File: src/rtl/chords_pkg.sv
// Shared defaults, state encodings and mixer scaling for the chord voice scheduler.
package chords_pkg;

    localparam int DEFAULT_NUM_VOICES = 3;
    localparam int DEFAULT_NOTE_W     = 6;
    localparam int DEFAULT_DUR_W      = 6;
    localparam int DEFAULT_SAMPLE_W   = 16;
    localparam int DEFAULT_TIMEOUT    = 255;

    // Mixed sum carries two guard bits; shifting them back out keeps the result in range.
    localparam int MIX_SHIFT = 2;

    typedef enum logic {
        V_IDLE,
        V_BUSY
    } voice_state_t;

    typedef enum logic [1:0] {
        M_IDLE,
        M_COLLECT,
        M_SUM,
        M_OUT
    } mix_state_t;

endpackage

File: src/rtl/chord_mixer.sv
// Gathers one sample per voice per period, sums the busy contributors and emits a scaled mix.
module chord_mixer
    import chords_pkg::*;
#(
    parameter int NUM_VOICES = DEFAULT_NUM_VOICES,
    parameter int SAMPLE_W   = DEFAULT_SAMPLE_W,
    parameter int TIMEOUT    = DEFAULT_TIMEOUT
) (
    input  logic                           clk,
    input  logic                           reset,
    input  logic [NUM_VOICES-1:0]          voice_busy,
    input  logic [NUM_VOICES*SAMPLE_W-1:0] voice_sample,
    input  logic [NUM_VOICES-1:0]          voice_sample_ready,
    output logic [SAMPLE_W-1:0]            sample_out,
    output logic                           new_sample_ready
);

    localparam int SUM_W = SAMPLE_W + MIX_SHIFT;
    localparam int CNT_W = $clog2(TIMEOUT + 1);

    mix_state_t                 state;
    mix_state_t                 next_state;
    logic [NUM_VOICES-1:0]      mask;
    logic [NUM_VOICES-1:0]      mask_next;
    logic [CNT_W-1:0]           count;
    logic signed [SAMPLE_W-1:0] latched [NUM_VOICES];
    logic signed [SUM_W-1:0]    sum;
    logic signed [SUM_W-1:0]    scaled;

    // A complete mask jumps straight to M_SUM so the last pulse always lands two cycles before
    // the output; expiry fires at TIMEOUT-2 so the pulse appears TIMEOUT cycles after the first ready.
    always_comb begin
        next_state = state;
        mask_next  = mask;
        if (state == M_IDLE || state == M_COLLECT) begin
            mask_next = mask | voice_sample_ready;
        end
        case (state)
            M_IDLE: begin
                if (|voice_sample_ready) begin
                    next_state = (&mask_next) ? M_SUM : M_COLLECT;
                end
            end
            M_COLLECT: begin
                if ((&mask_next) || (count >= CNT_W'(TIMEOUT - 2))) begin
                    next_state = M_SUM;
                end
            end
            M_SUM:   next_state = M_OUT;
            M_OUT:   next_state = M_IDLE;
            default: next_state = M_IDLE;
        endcase
    end

    always_comb begin
        sum = '0;
        for (int i = 0; i < NUM_VOICES; i++) begin
            if (voice_busy[i] && mask[i]) begin
                sum = sum + SUM_W'(latched[i]);
            end
        end
        scaled = sum >>> MIX_SHIFT;
    end

    always_ff @(posedge clk or posedge reset) begin
        if (reset) begin
            state      <= M_IDLE;
            mask       <= '0;
            count      <= '0;
            sample_out <= '0;
            for (int i = 0; i < NUM_VOICES; i++) begin
                latched[i] <= '0;
            end
        end else begin
            state <= next_state;
            mask  <= (state == M_OUT) ? '0 : mask_next;
            if (state == M_IDLE || state == M_COLLECT) begin
                for (int i = 0; i < NUM_VOICES; i++) begin
                    if (voice_sample_ready[i]) begin
                        latched[i] <= voice_sample[i*SAMPLE_W +: SAMPLE_W];
                    end
                end
            end
            if (state == M_IDLE) begin
                count <= CNT_W'(1);
            end else if (state == M_COLLECT) begin
                count <= count + CNT_W'(1);
            end
            if (state == M_SUM) begin
                sample_out <= scaled[SAMPLE_W-1:0];
            end
        end
    end

    assign new_sample_ready = (state == M_OUT);

endmodule

File: src/rtl/chord_voice_scheduler.sv
// Allocates note requests round-robin across idle voices and forwards the mixed voice output.
module chord_voice_scheduler
    import chords_pkg::*;
#(
    parameter int NUM_VOICES = DEFAULT_NUM_VOICES,
    parameter int NOTE_W     = DEFAULT_NOTE_W,
    parameter int DUR_W      = DEFAULT_DUR_W,
    parameter int SAMPLE_W   = DEFAULT_SAMPLE_W,
    parameter int TIMEOUT    = DEFAULT_TIMEOUT
) (
    input  logic                           clk,
    input  logic                           reset,
    input  logic                           play,
    input  logic [NOTE_W-1:0]              note,
    input  logic [DUR_W-1:0]               duration,
    input  logic                           new_note,
    output logic                           player_ready,
    output logic [NUM_VOICES-1:0]          load_note,
    output logic [NOTE_W-1:0]              note_out,
    output logic [DUR_W-1:0]               duration_out,
    input  logic [NUM_VOICES-1:0]          voice_done,
    input  logic [NUM_VOICES*SAMPLE_W-1:0] voice_sample,
    input  logic [NUM_VOICES-1:0]          voice_sample_ready,
    output logic [SAMPLE_W-1:0]            sample_out,
    output logic                           new_sample_ready
);

    localparam int PTR_W = (NUM_VOICES > 1) ? $clog2(NUM_VOICES) : 1;

    voice_state_t          voice_state [NUM_VOICES];
    logic [NUM_VOICES-1:0] busy;
    logic [PTR_W-1:0]      rr_ptr;
    logic [PTR_W-1:0]      sel_idx;
    logic                  found;
    logic                  accept;
    int                    cand;

    always_comb begin
        for (int i = 0; i < NUM_VOICES; i++) begin
            busy[i] = (voice_state[i] == V_BUSY);
        end
    end

    assign player_ready = play & ~reset & ~(&busy);
    assign accept       = new_note & player_ready;

    // Only the registered busy bits decide eligibility, so a voice finishing this cycle waits one more.
    always_comb begin
        sel_idx = '0;
        found   = 1'b0;
        cand    = 0;
        for (int k = 0; k < NUM_VOICES; k++) begin
            cand = int'(rr_ptr) + k;
            if (cand >= NUM_VOICES) begin
                cand = cand - NUM_VOICES;
            end
            if (!found && !busy[cand]) begin
                found   = 1'b1;
                sel_idx = PTR_W'(cand);
            end
        end
    end

    always_ff @(posedge clk or posedge reset) begin
        if (reset) begin
            for (int i = 0; i < NUM_VOICES; i++) begin
                voice_state[i] <= V_IDLE;
            end
            rr_ptr       <= '0;
            load_note    <= '0;
            note_out     <= '0;
            duration_out <= '0;
        end else begin
            load_note <= '0;
            for (int i = 0; i < NUM_VOICES; i++) begin
                if (voice_done[i]) begin
                    voice_state[i] <= V_IDLE;
                end
            end
            if (accept && found) begin
                voice_state[sel_idx] <= V_BUSY;
                load_note            <= NUM_VOICES'(1) << sel_idx;
                note_out             <= note;
                duration_out         <= duration;
                rr_ptr               <= (sel_idx == PTR_W'(NUM_VOICES - 1)) ? '0 : sel_idx + PTR_W'(1);
            end
        end
    end

    chord_mixer #(
        .NUM_VOICES (NUM_VOICES),
        .SAMPLE_W   (SAMPLE_W),
        .TIMEOUT    (TIMEOUT)
    ) u_mixer (
        .clk                (clk),
        .reset              (reset),
        .voice_busy         (busy),
        .voice_sample       (voice_sample),
        .voice_sample_ready (voice_sample_ready),
        .sample_out         (sample_out),
        .new_sample_ready   (new_sample_ready)
    );

endmodule

File: config.mk
export PLATFORM = sky130hd
export DESIGN_NAME = chord_voice_scheduler
export DESIGN_NICKNAME = d
export VERILOG_FILES = /design/src/rtl/chords_pkg.sv /design/src/rtl/chord_mixer.sv /design/src/rtl/chord_voice_scheduler.sv
export SDC_FILE = /design/constraint.sdc
export NUM_CORES = 1
export LEC_CHECK = 0
export CAP_MARGIN = 15
export CELL_PAD_IN_SITES_DETAIL_PLACEMENT = 1
export CELL_PAD_IN_SITES_GLOBAL_PLACEMENT = 2
export CORE_MARGIN = 2
export CORE_UTILIZATION = 30
export DETAILED_ROUTE_END_ITERATION = 8
export HOLD_SLACK_MARGIN = 0.15
export PLACE_DENSITY = 0.82
export SETUP_SLACK_MARGIN = 0.1
export SYNTH_ARGS = -nofsm -noshare
export SYNTH_HDL_FRONTEND = slang
export SYNTH_SLANG_ARGS = --single-unit
File: constraint.sdc
create_clock -name clk -period 4.5 [get_ports clk]
set_clock_uncertainty 0.2 [all_clocks]
set_input_delay 1.125 -clock clk [delete_from_list [all_inputs] [get_ports clk]]
set_output_delay 1.125 -clock clk [all_outputs]
set_load 0.05 [all_outputs]
Yosys cells after proc, flatten, opt, wreduce, memory -nomap -nowiden. Cells that the tools add are included.

Add/sub/neg operators: 9. Magnitude comparators: 9. Equality and inequality tests: 6. Shift operators: 1. Muxes and demuxes: 37. Bitwise gates (word level): 8. Reduce and logical (&&, ||, !) cells: 21.

Operators by type and width (count): 32-bit by 4-bit < comparator with 1-bit output (second input constant) (3); 32-bit two-way mux (3); 18-bit two-way mux (3); 18-bit by 16-bit adder with 18-bit output (2); 8-bit two-way mux (2); 2-bit two-way mux (7); 1-bit two-way mux (13); 3-bit two-way mux (4); 8-bit by 1-bit adder with 8-bit output (second input constant) (1); 8-bit greater-or-equal comparator (second input constant) (1); 2-bit case mux with 4 select lines (1); 2-bit AND reduction (4); 3-bit by 2-bit subtractor with 4-bit output (second input constant) (2); 1-bit logical AND (7); 1-bit binary-select mux with 2-bit select (3); 2-bit equality test (second input constant) (3); 3-bit by 2-bit greater-or-equal comparator with 1-bit output (second input constant) (2); 3-bit bitwise OR (2); 3-bit AND reduction (2); 2-bit != test (second input constant) (2); 2-bit by 1-bit adder with 3-bit output (second input constant) (1); 2-bit by 2-bit adder with 3-bit output (second input constant) (1); 1-bit AND (3); 3-bit greater-or-equal comparator (second input constant) (1); 14 further kinds (18).

Flip-flop bits (word level): 97. Output and inout port bits: 33. Word-level logic and storage cells: 105.

Logic depth before layout (Yosys ltp).
Depth after elaboration: 19. Mapped depth: 22.

Cells and area by module. From an unflattened synthesis, not the netlist that was laid out.

Cell total of the unflattened synthesis: 582. Area total of the unflattened synthesis: 5885.6 sq um.

Modules (own cells, without submodules): chord_mixer (times used 1, cells an instance 507, area each 4951.0 sq um, seq. area each 1926.8 sq um); chord_voice_scheduler (times used 1, cells an instance 75, area each 934.6 sq um, seq. area each 500.5 sq um).

Worst setup path before layout. Ideal clock, no wire load.

Kind: in2out. Start: in reset. End: out player_ready. Data arrival time: 3.880 ns. Setup slack: -0.705 ns. Stages on the path: 2. Path buffers: 0. Cell sequence: inv_1 -> and3_1.

Word-level cells in the longest chain between the ends: 3.

Ends and longest elaborated chain: start, declared (RTL line chord_voice_scheduler.sv:12) `input logic reset,`; 1-bit inverter (RTL line chord_voice_scheduler.sv:44) `assign player_ready = play & ~reset & ~(&busy);`; 1-bit AND (2 in a row) (RTL line chord_voice_scheduler.sv:44); end, declared (RTL line chord_voice_scheduler.sv:17) `output logic player_ready,`.

No other way between the ends.

Worst setup path in the final report.
Start: reg voice_state (netlist bit busy[0]). End: reg u_mixer.sample_out[15].

Word-level cells in the longest chain between the ends: 6.

Ends and longest elaborated chain: start, declared (RTL line chord_voice_scheduler.sv:30) `voice_state_t voice_state [NUM_VOICES];`; start signal, assigned by index (RTL line chord_voice_scheduler.sv:67) `voice_state[i] <= V_IDLE;`; start signal, assigned by index (RTL line chord_voice_scheduler.sv:77) `voice_state[i] <= V_IDLE;`; start signal, assigned by index (RTL line chord_voice_scheduler.sv:81) `voice_state[sel_idx] <= V_BUSY;`; 1-bit logical AND (*) (RTL line chord_mixer.sv:58) `if (voice_busy[i] && mask[i]) begin`; 18-bit two-way mux (*) (RTL line chord_mixer.sv:58); 18-bit by 16-bit adder with 18-bit output (RTL line chord_mixer.sv:59) `sum = sum + SUM_W'(latched[i]);`; 18-bit two-way mux (*) (RTL line chord_mixer.sv:58); 18-bit by 16-bit adder with 18-bit output (RTL line chord_mixer.sv:59); 18-bit two-way mux (*) (RTL line chord_mixer.sv:58); end signal, assigned (RTL line chord_mixer.sv:90) `sample_out <= scaled[SAMPLE_W-1:0];`; end, declared (RTL line chord_mixer.sv:14) `output logic [SAMPLE_W-1:0] sample_out,`.

Every way passes the cells marked *; elsewhere a longest branch is shown, timed or not. A chain may end at the register's enable or synchronous reset.

==> run metrics <==
final hold vios=0; I/O Pins=103; hpwl dp=13.7 mm; power share of the clock group=14.0%; Layout Utilization=41.7%; HP Class=flop to flop; max incr delay on CP=410 ps; TritonCTS clock tree=built; GP Congestion=0.821; VDD IR max=0.327 mV; Post-Synth XOR/XNOR Area=4.79%; Synth async-reset ratio=100%; sequential cell area=0.00243 mm2; Post-Route WL=17.7 mm; Clock Path Buffers=2; layout cells sized above 1=22.7%; CTS Sinks=97; Logic pwr share=57.9%; Initial Utilization=30.8%; cts hold-fix bufs=0; Nets=861; Rows=51; unrepaired setup endpoints after global routing=yes; DIE HEIGHT=146 um; simple-gate portion of the synthesized area=15.4%; post-synthesis instance total=615; core footprint=0.0196 mm2; DIE AREA=0.0213 mm2; total power=5.56 mW; WL/cell=17.3 um; Leak=3.63 nW; main combinational cell family by area after synthesis=compound AO/OA/AOI/OAI gates; GRT Total Usage=17.0%; CP Capture Type=flop; ANT nets after route=0; final hold slack=297 ps; mux share of post-synthesis cell area=12.1%; Clk pin slew, worst setup/hold paths=70 ps; Seq/Total Area, Yosys=40.2%; Inserted Diodes=0; Synth Area per Inst=9.81 um2; Num CTS Buffers=9; buffers plus inverters on the worst setup path=1; startpoint class of the critical path=flop; EDFF count, synth=0; root buffer cell=clkbuf_16; Switch Pwr=2.46 mW; crit path max-delay cell type=dfrtp_1; P_int=3.10 mW; register bit total from synthesis=97; failing checks=setup timing; Synth warnings=0; number of buffers added on ports=102; outcome=complete, but fails checks; crit path DAT=4770 ps; 1st-iter DRT viols=186; Filler cells=2,234; Slew HR=44.5%; Final period util=105%; Setup CP Type=flop to flop; largest net degree at the start of global routing=82; Final Max Tran Viols=0; maximum capacitance violations=0; Max FO, Critical Path=4; PwrDens=680 mW/mm2; Layout area overhead=35.5%; Post-Synthesis Cell Area=0.00603 mm2; flop-to-flop setup slack=-210 ps; worst skew pair latency=360 ps; Avg Vias per Cell=5.04; vias in the first global route=5,738; CP required=4560 ps; DR vias=5,155; FMAX=212 MHz; total negative setup slack=-488 ps; final setup vio count=5; area of the multi-input gates=0.00360 mm2; sequential cell fraction of total power=28.2%; drt pass-1 iters=4; residual DRC count=0; H-tree levels=3; Primary FF master, synth=dfrtp_1; total grt overflow=0; worst slew pin tran=829 ps; initial antenna violation count=0; Die W=146 um; Distinct cells, synth=64; adder-cell area share of the yosys netlist=8.56%; Syn Nets=724; post-route setup slack=-210 ps; fin crit period=4710 ps; first-pass GRT wire length=29.4 mm; Net Sw Frac=44.2%; top cell family by delay on the critical path=compound AO/OA/AOI/OAI gates; Synth Area in Compound Gates=15.6%; crit-path cells=and3_4 -> ha_4 -> fa_2 -> maj3_2 -> and4_4 -> a311oi_4 -> buf_4 -> nor3_2 -> o21ai_1 -> a211oi_1 -> a221o_1 -> ha_4 -> a21oi_4 -> o21ai_1 -> a31o_4 -> o21ai_4 -> a21oi_2 -> or3_1 -> and4_1 -> o31ai_1
[cells in the final DEF, fill, tap and decap left out, types with 4 or more instances in the layout]
cell             netlist  layout
clkdlybuf4s50_1        0     101
dfrtp_1               97      97
mux2_2                62      62
nand2_1               54      52
buf_4                  0      49
nor2_1                40      40
ha_1                  38      35
a21oi_1               35      27
o21ai_0               31      26
inv_1                 21      20
xnor2_1               21      18
and3_1                18      17
a21o_1                15      15
nand3_1               12      12
xor2_1                12      12
nor3_1                11      10
o21ai_1                5       9
a31oi_1               10       9
clkbuf_16              0       9
nand4_1                7       7
nand2b_1               7       7
nor2b_1                7       7
a21oi_2                0       7
o22ai_1                5       5
a22oi_1                4       4
nand3b_1               4       4
nor3b_1                4       4
and2_1                 4       4
inv_6                  0       4
buf_6                  1       4
[worst paths after layout]
kind                                        start                      to  cells past startpoint
hold reg to reg            u_mixer.sample_out[15]  u_mixer.sample_out[15]                      2
setup / recovery                          busy[0]  u_mixer.sample_out[15]                     20
min in group asynchronous                   reset                 busy[2]                      3
hold / removal             u_mixer.sample_out[15]  u_mixer.sample_out[15]                      2
setup reg to reg                          busy[0]  u_mixer.sample_out[15]                     20
max in group asynchronous                   reset     u_mixer.latched[26]                      5
[stage by stage]
step	setup slack [ps]	std cells	area, um2
finish	-210	1022	8180
detailed placement	-208	991	7620
global route	-375	1022	8180
global placement	-84.8	991	7620
CTS	-134	1010	7990
floorplan	-190	615	6120
[power by group through the flow]
stage                     Combinational [mW]  Clock [mW]  Sequential, mW
after floorplan                         1.83           0            1.79
after global placement                  2.91           0            1.56
after detailed placement                3.01           0            1.59
after CTS                               3.10       0.808            1.57
after global routing                    3.53       0.838            1.62
final                                   3.22       0.778            1.57
[area by class of cell]
cell class	instances	area share (%)
Sequential cell	97	29.7
Timing Repair Buffer	155	17.7
Inverter	21	1.01
Tap cell	265	4.05
Multi-Input combinational cell	468	44.0
Clock buffer	9	2.75
Clock inverter	7	0.872
[synth_stat cells (5+ instances only)]
library cell / instances / area (um2)
a21o_1: 15 / 113
a21oi_1: 35 / 175
a31oi_1: 10 / 62.6
and3_1: 18 / 113
clkbuf_1: 24 / 90.1
dfrtp_1: 97 / 2430
ha_1: 38 / 475
inv_1: 21 / 78.8
mux2_2: 62 / 698
nand2_1: 54 / 203
nand2b_1: 7 / 43.8
nand3_1: 12 / 60.1
nand4_1: 7 / 43.8
nor2_1: 40 / 150
nor2b_1: 7 / 43.8
nor3_1: 11 / 55.1
o21ai_0: 31 / 155
o21ai_1: 5 / 25.0
o22ai_1: 5 / 31.3
xnor2_1: 21 / 184
xor2_1: 12 / 105
[worst register-to-register path: stages, from the launching register on]
cell	delay, ps
dfrtp_1	410
and3_4	190
ha_4	160
fa_2	360
maj3_2	330
and4_4	220
a311oi_4	250
buf_4	170
nor3_2	40
o21ai_1	150
a211oi_1	90
a221o_1	320
ha_4	260
a21oi_4	140
o21ai_1	130
a31o_4	280
o21ai_4	140
a21oi_2	70
or3_1	330
and4_1	200
o31ai_1	180
[flip-flops by register name, summed over array words and instances, names as in the netlist, 3 cells and up]
signal and cells:
u_mixer.latched 48, duration_out 6, busy 3, u_mixer.count 8, load_note 3, note_out 6, u_mixer.mask 3, u_mixer.sample_out 16
[what timing repair did]
item / CTS / global route
setup buffers: 3 / 12
pin swaps: 9 / 15
gates cloned: 0 / 0
resized for setup: 11 / 19
endpoints found under the setup margin: 8 / 9
[per-layer routing]
metal / track usage [%] / wire length [um] / up-vias
li1: - / - / 2486
met1: 19.6 / 7250 / 2544
met2: 32.0 / 9440 / 99
met3: 3.10 / 621 / 26
met4: 4.80 / 377 / 0
met5: 0 / 0 / -
[cells by family (layout without fill, tap and decap cells)]
family / Yosys count / after routing
XOR/XNOR: 33 / 33
AO/OA/AOI/OAI: 143 / 143
buffers and inverters: 50 / 192
multiplexers: 65 / 65
adder cells (fa/ha/maj): 41 / 41
AND/OR/NAND/NOR: 186 / 186
flip-flops: 97 / 97
(Power assumes the default switching activity.)
